### src/rtl/mpu_load_unit_pkg.sv
// Shared constants and types for the MPU matrix load path.
// Sizes are carried one bit wider than indices so that M and N themselves are representable.
package mpu_load_unit_pkg;

    localparam int M               = 4;
    localparam int N               = 4;
    localparam int MBITS           = 2;
    localparam int NBITS           = 2;
    localparam int MATRIX_REG_BITS = 2;
    localparam int MEM_ADDR_BITS   = 16;

    typedef logic [31:0] float_sp;

    typedef enum logic [2:0] {
        IDLE,
        CHECK,
        FETCH,
        WRITE,
        DONE
    } load_state_t;

    typedef struct packed {
        logic [MATRIX_REG_BITS:0] reg_addr;
        logic [MBITS:0]           m;
        logic [NBITS:0]           n;
        logic [MEM_ADDR_BITS-1:0] base;
    } load_cmd_t;

    function automatic logic dims_invalid(input logic [MBITS:0] m, input logic [NBITS:0] n);
        return (m == '0) || (n == '0) || (int'(m) > M) || (int'(n) > N);
    endfunction

endpackage

### src/rtl/mpu_load_index_counter.sv
// Row-major element walker: i/j position plus linear offset, with last-element flag.
// Single cycle per advance; holds position while advance is low.
module mpu_load_index_counter
    import mpu_load_unit_pkg::*;
(
    input  logic                     clk,
    input  logic                     rst,
    input  logic                     clear,
    input  logic                     advance,
    input  logic [MBITS:0]           m_size,
    input  logic [NBITS:0]           n_size,
    output logic [MBITS:0]           i,
    output logic [NBITS:0]           j,
    output logic [MEM_ADDR_BITS-1:0] lin,
    output logic                     last
);

    logic last_col;

    assign last_col = (j == n_size - (NBITS+1)'(1));
    assign last     = last_col && (i == m_size - (MBITS+1)'(1));

    always_ff @(posedge clk) begin
        if (rst || clear) begin
            i   <= '0;
            j   <= '0;
            lin <= '0;
        end else if (advance) begin
            lin <= lin + MEM_ADDR_BITS'(1);
            if (last_col) begin
                j <= '0;
                i <= i + (MBITS+1)'(1);
            end else begin
                j <= j + (NBITS+1)'(1);
            end
        end
    end

endmodule

### src/rtl/mpu_load_unit.sv
// Matrix loader: fetches m*n elements row-major from memory into a register-file load port.
// Two cycles per element when unstalled; mem_rd_ack_in and load_ready_in each stall their own phase.
module mpu_load_unit
    import mpu_load_unit_pkg::*;
(
    input  logic                       clk,
    input  logic                       rst,
    input  logic                       ld_req_in,
    output logic                       ld_ready_out,
    input  logic [MATRIX_REG_BITS:0]   ld_reg_addr_in,
    input  logic [MBITS:0]             ld_m_in,
    input  logic [NBITS:0]             ld_n_in,
    input  logic [MEM_ADDR_BITS-1:0]   ld_mem_base_in,
    output logic                       ld_done_out,
    output logic                       ld_err_out,
    output logic                       mem_rd_req_out,
    output logic [MEM_ADDR_BITS-1:0]   mem_rd_addr_out,
    input  logic                       mem_rd_ack_in,
    input  float_sp                    mem_rd_data_in,
    output logic                       reg_load_req_out,
    output logic [MATRIX_REG_BITS:0]   reg_load_addr_out,
    output logic [MBITS:0]             reg_i_load_loc_out,
    output logic [NBITS:0]             reg_j_load_loc_out,
    output logic [MBITS:0]             reg_m_load_size_out,
    output logic [NBITS:0]             reg_n_load_size_out,
    output float_sp                    reg_load_element_out,
    input  logic                       load_ready_in
);

    load_state_t              state_q, state_d;
    load_cmd_t                cmd_q;
    float_sp                  elem_q;
    logic [MBITS:0]           i;
    logic [NBITS:0]           j;
    logic [MEM_ADDR_BITS-1:0] lin;
    logic                     last;
    logic                     accept;
    logic                     advance;

    assign accept  = (state_q == IDLE) && ld_req_in;
    assign advance = (state_q == WRITE) && load_ready_in && !last;

    mpu_load_index_counter u_index (
        .clk     (clk),
        .rst     (rst),
        .clear   (accept),
        .advance (advance),
        .m_size  (cmd_q.m),
        .n_size  (cmd_q.n),
        .i       (i),
        .j       (j),
        .lin     (lin),
        .last    (last)
    );

    always_ff @(posedge clk) begin
        if (rst) begin
            state_q <= IDLE;
        end else begin
            state_q <= state_d;
        end
    end

    always_ff @(posedge clk) begin
        if (rst) begin
            cmd_q  <= '0;
            elem_q <= '0;
        end else begin
            if (accept) begin
                cmd_q.reg_addr <= ld_reg_addr_in;
                cmd_q.m        <= ld_m_in;
                cmd_q.n        <= ld_n_in;
                cmd_q.base     <= ld_mem_base_in;
            end
            if ((state_q == FETCH) && mem_rd_ack_in) begin
                elem_q <= mem_rd_data_in;
            end
        end
    end

    always_comb begin
        state_d = state_q;
        unique case (state_q)
            IDLE:  if (ld_req_in) state_d = CHECK;
            CHECK: state_d = dims_invalid(cmd_q.m, cmd_q.n) ? IDLE : FETCH;
            FETCH: if (mem_rd_ack_in) state_d = WRITE;
            WRITE: if (load_ready_in) state_d = last ? DONE : FETCH;
            DONE:  state_d = IDLE;
            default: state_d = IDLE;
        endcase
    end

    // Command fields stay visible from CHECK through DONE so the register file sees a constant address.
    always_comb begin
        ld_ready_out         = (state_q == IDLE);
        ld_done_out          = (state_q == DONE);
        ld_err_out           = (state_q == CHECK) && dims_invalid(cmd_q.m, cmd_q.n);
        mem_rd_req_out       = (state_q == FETCH);
        mem_rd_addr_out      = '0;
        reg_load_req_out     = (state_q == WRITE);
        reg_load_addr_out    = '0;
        reg_i_load_loc_out   = '0;
        reg_j_load_loc_out   = '0;
        reg_m_load_size_out  = '0;
        reg_n_load_size_out  = '0;
        reg_load_element_out = '0;
        if (state_q != IDLE) begin
            reg_load_addr_out   = cmd_q.reg_addr;
            reg_m_load_size_out = cmd_q.m;
            reg_n_load_size_out = cmd_q.n;
            reg_i_load_loc_out  = i;
            reg_j_load_loc_out  = j;
        end
        if (state_q == FETCH) begin
            mem_rd_addr_out = cmd_q.base + lin;
        end
        if (state_q == WRITE) begin
            reg_load_element_out = elem_q;
        end
    end

endmodule

### config.mk
export PLATFORM = sky130hd
export DESIGN_NAME = mpu_load_unit
export DESIGN_NICKNAME = d
export VERILOG_FILES = /design/src/rtl/mpu_load_unit_pkg.sv /design/src/rtl/mpu_load_index_counter.sv /design/src/rtl/mpu_load_unit.sv
export SDC_FILE = /design/constraint.sdc
export NUM_CORES = 1
export LEC_CHECK = 0
export BUFFER_PORTS_ARGS = -buffer_cell sky130_fd_sc_hd__buf_2
export CAP_MARGIN = 0
export CELL_PAD_IN_SITES_DETAIL_PLACEMENT = 2
export CELL_PAD_IN_SITES_GLOBAL_PLACEMENT = 2
export CORE_MARGIN = 8
export CORE_UTILIZATION = 29
export DETAILED_ROUTE_END_ITERATION = 10
export PLACE_DENSITY_LB_ADDON = 0.08
export SLEW_MARGIN = 5
export SYNTH_ARGS = -nofsm -noshare
export SYNTH_HDL_FRONTEND = slang
export SYNTH_SLANG_ARGS = --single-unit
### constraint.sdc
create_clock -name clk -period 2.9 [get_ports clk]
set_input_delay 0.435 -clock clk [delete_from_list [all_inputs] [get_ports clk]]
set_output_delay 0.435 -clock clk [all_outputs]
set_load 0.05 [all_outputs]
==> results of run 1 <==
[routing by layer]
metal	vias to the layer above	global-route usage	routed length [um]
li1	2316	-	-
met1	2318	0.196	7310
met2	82	0.300	8510
met3	13	0.0464	890
met4	2	0.0447	187
met5	-	0	8
[cells in the final DEF (no fill, tap or decap), types with 4 or more instances in the layout]
master,instances
nand4_1,4
xnor2_1,5
o211ai_1,7
nor4_1,6
nand3_1,14
nand2b_1,7
clkbuf_16,9
a211oi_1,6
dfxtp_1,75
a21oi_1,66
and2_1,40
nor2b_1,13
ha_1,16
nor3_2,4
nor2_1,30
or3_1,10
o21a_1,4
o21ai_0,9
xor2_1,10
nand2_1,140
buf_6,5
buf_2,120
nor3_1,6
and3_1,4
a21o_1,6
mux2i_1,8
dfxtp_2,6
inv_1,9
buf_4,22
ha_2,5
[repair_timing]
item / in CTS / in global routing
buffers inserted: 1 / 1
gates resized for setup: 33 / 25
setup endpoints to repair: 8 / 9
pin swaps: 5 / 4
[logic make-up (layout without fill, tap and decap cells)]
kind of cell               count (synthesis)  after routing  synth area share
AOI/OAI and AO/OA                        125            125             0.164
xor gates and xnor gates                  17             17            0.0383
adders and majority gates                 23             23            0.0633
buffers and inverters                     46            176            0.0499
DFF                                       82             82             0.352
muxes                                     11             11            0.0236
and+or+nand+nor                          297            297             0.309
[registers in the layout, indices dropped and copies added (netlist names)]
register	count
elem_q	32
u_index.j	3
u_index.lin	16
cmd_q	25
u_index.i	3
state_q	3
[critical path: stages, from the launching register on]
cell and delay, ns:
dfxtp_1 0.33, ha_1 0.32, nor2b_2 0.19, o2111ai_2 0.24, nand4b_1 0.21, a221oi_2 0.35, mux2i_2 0.28, buf_6 0.19
[report_power, final]
group	leakage, nW	internal, mW	total [mW]	switching (mW)
logic	1.66	0.102	0.281	0.178
registers	0.669	1.15	1.17	0.0198
clock network	0.143	0.692	1.17	0.480
total	2.47	1.95	2.63	0.678
[cells in the mapped netlist (11+ instances only)]
master	count
clkbuf_1	21
nand3_1	14
o21ai_0	11
nor2_1	31
mux2i_1	11
dfxtp_1	82
and2_1	40
nor2b_1	14
a21oi_1	68
nand2_1	140
ha_1	22
[through the flow]
step                TNS, ns  instance area (um^2)  hold slack, ns  power (mW)
floorplan                 0                  4700           0.432        1.37
global placement          0                  5560           0.437        1.47
detailed placement        0                  5560           0.447        1.48
CTS                       0                  5950           0.313        2.67
global route         -0.290                  6040           0.332        2.74
finish                    0                  6040           0.329        2.63
[final cells by class]
cell class	count	area, um^2
fillers	1848	9790
inverters	12	46.3
repair buffers	148	830
multi-input cells	473	2940
clock inverters	4	51.3
well taps	216	270
clock buffers	12	246
flip-flops and latches	82	1650
[worst max path at each step]
stage                                     start                   to  slack, ns
global route        u_index.lin[0]$_SDFFE_PP0P_  mem_rd_addr_out[14]      -0.11
detailed placement  u_index.lin[8]$_SDFFE_PP0P_  mem_rd_addr_out[14]       0.07
CTS                 u_index.lin[0]$_SDFFE_PP0P_  mem_rd_addr_out[14]      0.001
finish              u_index.lin[2]$_SDFFE_PP0P_  mem_rd_addr_out[14]       0.01
floorplan           u_index.lin[7]$_SDFFE_PP0P_  mem_rd_addr_out[13]       0.04
global placement          cmd_q[0]$_SDFFE_PP0P_  mem_rd_addr_out[14]       0.11
==> key figures, run 1 <==
Worst setup path
  – Crit path max fanout: 4
  – R2R Setup Slk: about 0.52 ns
  – Worst Setup Path Type: reg2out
  – Worst r2r dst: u_index.lin[8]$_SDFFE_PP0P_
  – Crit path required time: between 2 and 2.5 ns
  – Crit. End Element: output pin
  – CP Data Arrival Time: between 2 and 2.5 ns
  – CP startpoint kind: flop
  – Worst r2r path cells: 7
  – RR Startpoint: cmd_q[16]$_SDFFE_PP0P_

Timing
  – Slew at the pin closest to its max-slew limit: approximately 0.86 ns
  – Setup violators final: 0
  – Fin crit share: 0.995
  – Fmax: roughly 0.35 GHz
  – Final Hold Fails: 0
  – Max Slew Vio Count: 0
  – Unrepaired setup endpoints after global routing: true
  – Tmin final: 2.89 ns
  – Clock Skew: 0.00872 ns
  – Post-route setup slack: ~0.014 ns
  – Slew headroom: 0.424

Floorplan
  – Total die area: a little over 20,000 um^2
  – Die Y: 143 um
  – Site row count: 46
  – DIE WIDTH: about 140 um
  – IO Pins: between 100 and 150
  – Starting Density: 0.295
  – Core Region: 15,800 um^2

Detailed routing
  – Via count: between 4,000 and 5,000
  – Wirelength per Cell: 17.9 um
  – Routed WL: 16,900 um
  – DR vias/cell: roughly 5
  – Router iterations before antenna repair: 4
  – Antenna-violating nets left: 0
  – Starting DRT DRC Count: 110
  – Drt drc: 0

Synth
  – Register area share after synthesis: 0.352
  – Cell accounting for the most synthesized area: dfxtp_1
  – Warning count from the yosys run: 0
  – Asr flop ratio synth: 0
  – FF+latch count, synth: a little over 80
  – Post-synth EDFFs: 0
  – Netlist cell types: 56
  – Synth area leaders: dfxtp_1 (35%), nand2_1 (11%), a21oi_1 (7.3%)
  – Avg Cell Area, Syn: around 7.8 um^2
  – Cells after Synth: 601
  – Syn Nets: about 690
  – Top FF cell, synth: dfxtp_1
  – Mapped cell area: ~4700 um^2
  – Area fraction of the dominant cell type after synthesis: 0.352

Global route
  – Largest net degree at the start of global routing: 46
  – Total congestion overflow: 0
  – Number of global-route vias before repair: around 5,300
  – First-pass GRT wire length: between 20,000 and 30,000 um
  – GRT Total Usage: 0.169
  – Initial antenna violation count: 1

Power
  – Leakage: about 2.5 nW
  – Pwr Density: about 430 nW/um^2
  – Peak supply drop: between 0.2 and 0.3 mV

CTS
  – CTS tree: built
  – Clock buffers created by TritonCTS: 9
  – Clock sink count: 82
  – Clk_lat worst skew: about 0.34 ns
  – H-tree depth: 3
  – Hold buffers post-CTS: 0
  – Worst-path clk slew: ~0.060 ns
  – Clock tree buffer depth: 2
  – Clock root buffer: clkbuf_16

Hold path
  – Worst Hold Class: in2reg
  – Hold EP: elem_q[29]$_SDFFE_PP0P_
  – Hold Path Origin: mem_rd_data_in[29]
  – Worst hold stages: 3

Final layout
  – # diodes: 0
  – Final Util: 0.382
  – Fin cells: between 900 and 1,000
  – Synthesis-to-layout area growth: 29.4%
  – Layout Nets: about 800
  – Share of layout cells above drive strength 1: 0.287

Placement
  – Detailed placement HPWL: roughly 13,000 um
  – Setup WS pre-CTS: between 0.06 and 0.07 ns
  – Port Buffers: ~130
  – Final Wtd Congestion: around 0.76
  – Dpl cells: roughly 930

Status
  – Status: complete, no violations

Flow run
  – Max-Cap Viols: 0
No activity file was read; power rests on OpenSTA's default activity.
==> inputs of run 2 (changes only) <==
--- a/config.mk
+++ b/config.mk
@@ -5,12 +5,13 @@
 export SDC_FILE = /design/constraint.sdc
 export NUM_CORES = 1
 export LEC_CHECK = 0
+export ABC_AREA = 1
 export BUFFER_PORTS_ARGS = -buffer_cell sky130_fd_sc_hd__buf_2
 export CAP_MARGIN = 0
 export CELL_PAD_IN_SITES_DETAIL_PLACEMENT = 2
 export CELL_PAD_IN_SITES_GLOBAL_PLACEMENT = 2
 export CORE_MARGIN = 8
-export CORE_UTILIZATION = 29
+export CORE_UTILIZATION = 28
 export DETAILED_ROUTE_END_ITERATION = 10
 export PLACE_DENSITY_LB_ADDON = 0.08
 export SLEW_MARGIN = 5
==> run 2 against run 1 <==
Sequential power rose by 9%. Setup slack improved by 0.15 ns. Non-clock buffer count fell by 10. First-iteration DRC count rose by 25%. Synthesized area rose by 2.7%. Global-route usage barely moved. Routed wire length rose by 6.9%. Clock power barely moved. Critical path type unchanged. Largest power group unchanged.
==> key figures, run 2 <==
Worst setup path
  – CP startpoint kind: flop
  – Worst Setup Path Type: reg2out
  – Worst r2r dst: elem_q[18]$_SDFFE_PP0P_
  – CP Data Arrival Time: 2.30 ns (-0.15 ns)
  – Critical Path Sink: mem_rd_addr_out[10]
  – Crit path required time: 2.47 ns (about the same)
  – Crit. Startpoint: u_index.lin[9]$_SDFFE_PP0P_
  – RR Startpoint: state_q[2]$_SDFFE_PP0P_
  – R2R Setup Slk: 0.59 ns (+0.07 ns)
  – Crit. End Element: output pin
  – Worst r2r path cells: 6 (-1)
  – Crit path max fanout: 6 (+2)

Placement
  – Detailed placement HPWL: 14,200 um (+10%)
  – Setup WS pre-CTS: 0.217 ns (+0.147 ns)
  – Port Buffers: 129 (unchanged)
  – Final Wtd Congestion: 0.812 (+6.7%)

Detailed routing
  – Wirelength per Cell: 16.7 um (-6.5%)
  – DR top layer: met4
  – Router iterations before antenna repair: 6 (+2)
  – DR WL met3: 706 um (-21%)
  – Via count: 5,236 (+11%)
  – Antenna-violating nets left: 0 (unchanged)
  – DR vias/cell: 4.83 (-3.2%)
  – Starting DRT DRC Count: 137 (+25%)
  – Met2 wire length: 8480 um (-0.29%)
  – Drt drc: 0 (unchanged)
  – Met1 WL: 8590 um (+18%)
  – Routed WL: 18,100 um (+6.9%)

Synth
  – FF+latch count, synth: 82 (unchanged)
  – Most frequent cell after synthesis: nand2_1
  – Netlist cell types: 28 (-50%)
  – Synth top cells by count: nand2_1 (148), a21oi_1 (104), nor2_1 (97)
  – Cells after Synth: 735 (+22%)
  – Asr flop ratio synth: 0 (unchanged)
  – Area fraction of the dominant cell type after synthesis: 0.343 (-0.00910)
  – Top FF cell, synth: dfxtp_1
  – Warning count from the yosys run: 0 (unchanged)
  – Cell accounting for the most synthesized area: dfxtp_1
  – Avg Cell Area, Syn: 6.52 um^2 (-16%)
  – Syn Nets: 820 (+20%)
  – Post-synth EDFFs: 0 (unchanged)
  – Mapped cell area: 4790 um^2 (+2.7%)
  – Register area share after synthesis: 0.343 (-0.00910)
  – Synth area leaders: dfxtp_1 (34%), nand2_1 (12%), a21oi_1 (11%)

Timing
  – Clock Skew: 0.00442 ns (-0.00431 ns)
  – Setup violators final: 0 (unchanged)
  – Setup TNS Final: 0 ns (unchanged)
  – Final Hold Fails: 0 (unchanged)
  – Hold_ws: 0.359 ns (+0.0303 ns)
  – Fmax: 0.365 GHz (+5.4%)
  – Unrepaired setup endpoints after global routing: false
  – Post-route setup slack: 0.162 ns (+0.148 ns)
  – Fin crit share: 0.944 (-0.0509)
  – Slew headroom: 0.398 (-0.0256)
  – Tmin final: 2.74 ns (-0.148 ns)
  – Max Slew Vio Count: 0 (unchanged)
  – Slew at the pin closest to its max-slew limit: 0.899 ns (+0.0384 ns)

Global route
  – Largest net degree at the start of global routing: 53 (+15%)
  – GRT Total Usage: 0.169 (about the same)
  – Total congestion overflow: 0 (unchanged)
  – Initial antenna violation count: 0 (-1)
  – First-pass GRT wire length: 29,900 um (+9.0%)
  – Number of global-route vias before repair: 5,941 (+12%)

Final layout
  – Share of layout cells above drive strength 1: 0.210 (-0.0775)
  – Fill cells: 2,109 (+14%)
  – Layout Nets: 938 (+16%)
  – Max reg flops: 32 (unchanged)
  – Synthesis-to-layout area growth: 24.6%
  – Commonest non-fill, non-tap cell in the layout: nand2_1
  – Commonest cells after routing, fill and taps aside: nand2_1 (146), buf_2 (125), a21oi_1 (102)
  – Top reg by flops: elem_q
  – # diodes: 0 (unchanged)
  – Leading registers by flop count: elem_q: 32 flops, cmd_q: 25 flops, u_index.lin: 16 flops

CTS
  – Worst-path clk slew: 0.06 ns (about the same)
  – Clock tree buffer depth: 2 (unchanged)
  – CTS tree: built
  – H-tree depth: 3 (unchanged)
  – Clock buffers created by TritonCTS: 9 (unchanged)
  – Clock root buffer: clkbuf_16
  – Clock sink count: 82 (unchanged)
  – Post-CTS setup repair buffer count: 0 (-1)
  – Clk_lat worst skew: 0.35 ns (about the same)

Floorplan
  – IO Pins: 130 (unchanged)
  – Total die area: 21,500 um^2 (+5.6%)
  – Starting Density: 0.282 (-0.0130)
  – DIE WIDTH: 147 um (+2.8%)
  – Die Y: 147 um (+2.8%)
  – Site row count: 48 (+4.3%)
  – Core Region: 17,000 um^2 (+7.4%)

Power
  – Peak supply drop: 0.301 mV (+7.1%)
  – Design Power: 3.27 mW (+25%)
  – Leakage: 2.66 nW (+7.6%)
  – Pwr Density: 549 nW/um^2 (+26%)

Hold path
  – Worst Hold Class: in2reg

Status
  – Status: complete, no violations

Flow run
  – Max-Cap Viols: 0 (unchanged)
==> run 2: cell types whose count changed in the layout (fill, tap and decap cells not counted), moves of 13 or more <==
cell     before  now
inv_1         9   83
nor2_1       30   96
o21ai_0       9   58
nand3_1      14   62
and2_1       40    0
a21oi_1      66  102
buf_4        22    9
nor2b_1      13    0
==> run 2: cell type report <==
cell class / instances / area [um^2] / share of cell area
inverter: 90 / 338 / 0.0566
timing repair buffer: 138 / 727 / 0.122
sequential: 82 / 1650 / 0.276
multi-input combinational: 532 / 2680 / 0.449
clock inverter: 7 / 70.1 / 0.0117
tap: 225 / 282 / 0.0472
clock buffer: 9 / 225 / 0.0377
==> run 2: worst max-delay path: stages (launching register included) <==
cell and delay [ns]:
dfxtp_1 0.39, ha_2 0.45, nand2_1 0.12, nor2_1 0.26, nand3_1 0.18, nand3b_1 0.14
nor2_1 0.06, nor2_1 0.10, buf_2 0.27
==> run 2: stage by stage <==
step,utilization,cell area (um^2),std cells
2_1_floorplan,-,4790,735
3_3_place_gp,0.331,5630,1067
3_5_place_dp,0.331,5630,1067
4_1_cts,0.349,5940,1083
5_1_grt,0.351,5970,1083
6_report,0.351,5970,1083
==> run 2: where the power goes <==
group          switching (mW)  total (mW)  leakage (nW)  internal, mW
clock network           0.507        1.17         0.145         0.666
registers              0.0458        1.27         0.670          1.22
logic                   0.599       0.832          1.84         0.233
==> run 2: worst min-delay path by stage <==
stage	slack (ns)	to	from	cells past startpoint
after floorplan	0.43	cmd_q[22]$_SDFFE_PP0P_	cmd_q[22]$_SDFFE_PP0P_	2
after global placement	0.44	elem_q[24]$_SDFFE_PP0P_	elem_q[24]$_SDFFE_PP0P_	2
after detailed placement	0.45	elem_q[15]$_SDFFE_PP0P_	elem_q[15]$_SDFFE_PP0P_	2
after CTS	0.35	cmd_q[9]$_SDFFE_PP0P_	ld_mem_base_in[9]	3
after global routing	0.36	cmd_q[14]$_SDFFE_PP0P_	ld_mem_base_in[14]	3
final	0.36	cmd_q[14]$_SDFFE_PP0P_	ld_mem_base_in[14]	3
==> run 2: timing repair <==
action / CTS / global route
endpoints found under the setup margin: 4 / 7
hold buffers: 0 / 0
resized for setup: 5 / 13
==> run 2: kinds of logic after synthesis <==
logic type      Yosys count  synth area share
fa+ha+maj                23            0.0617
simple gates            329             0.292
flops                    82             0.343
compound gates          165             0.174
xor+xnor                 15            0.0274
buf+inv                 121             0.103
==> run 2: layer usage <==
| metal | up-vias | GRT usage |
|---|---|---|
| li1 | 2604 | - |
| met1 | 2517 | 0.210 |
| met2 | 97 | 0.285 |
| met3 | 18 | 0.0357 |
| met4 | 0 | 0.0577 |
| met5 | - | 0 |
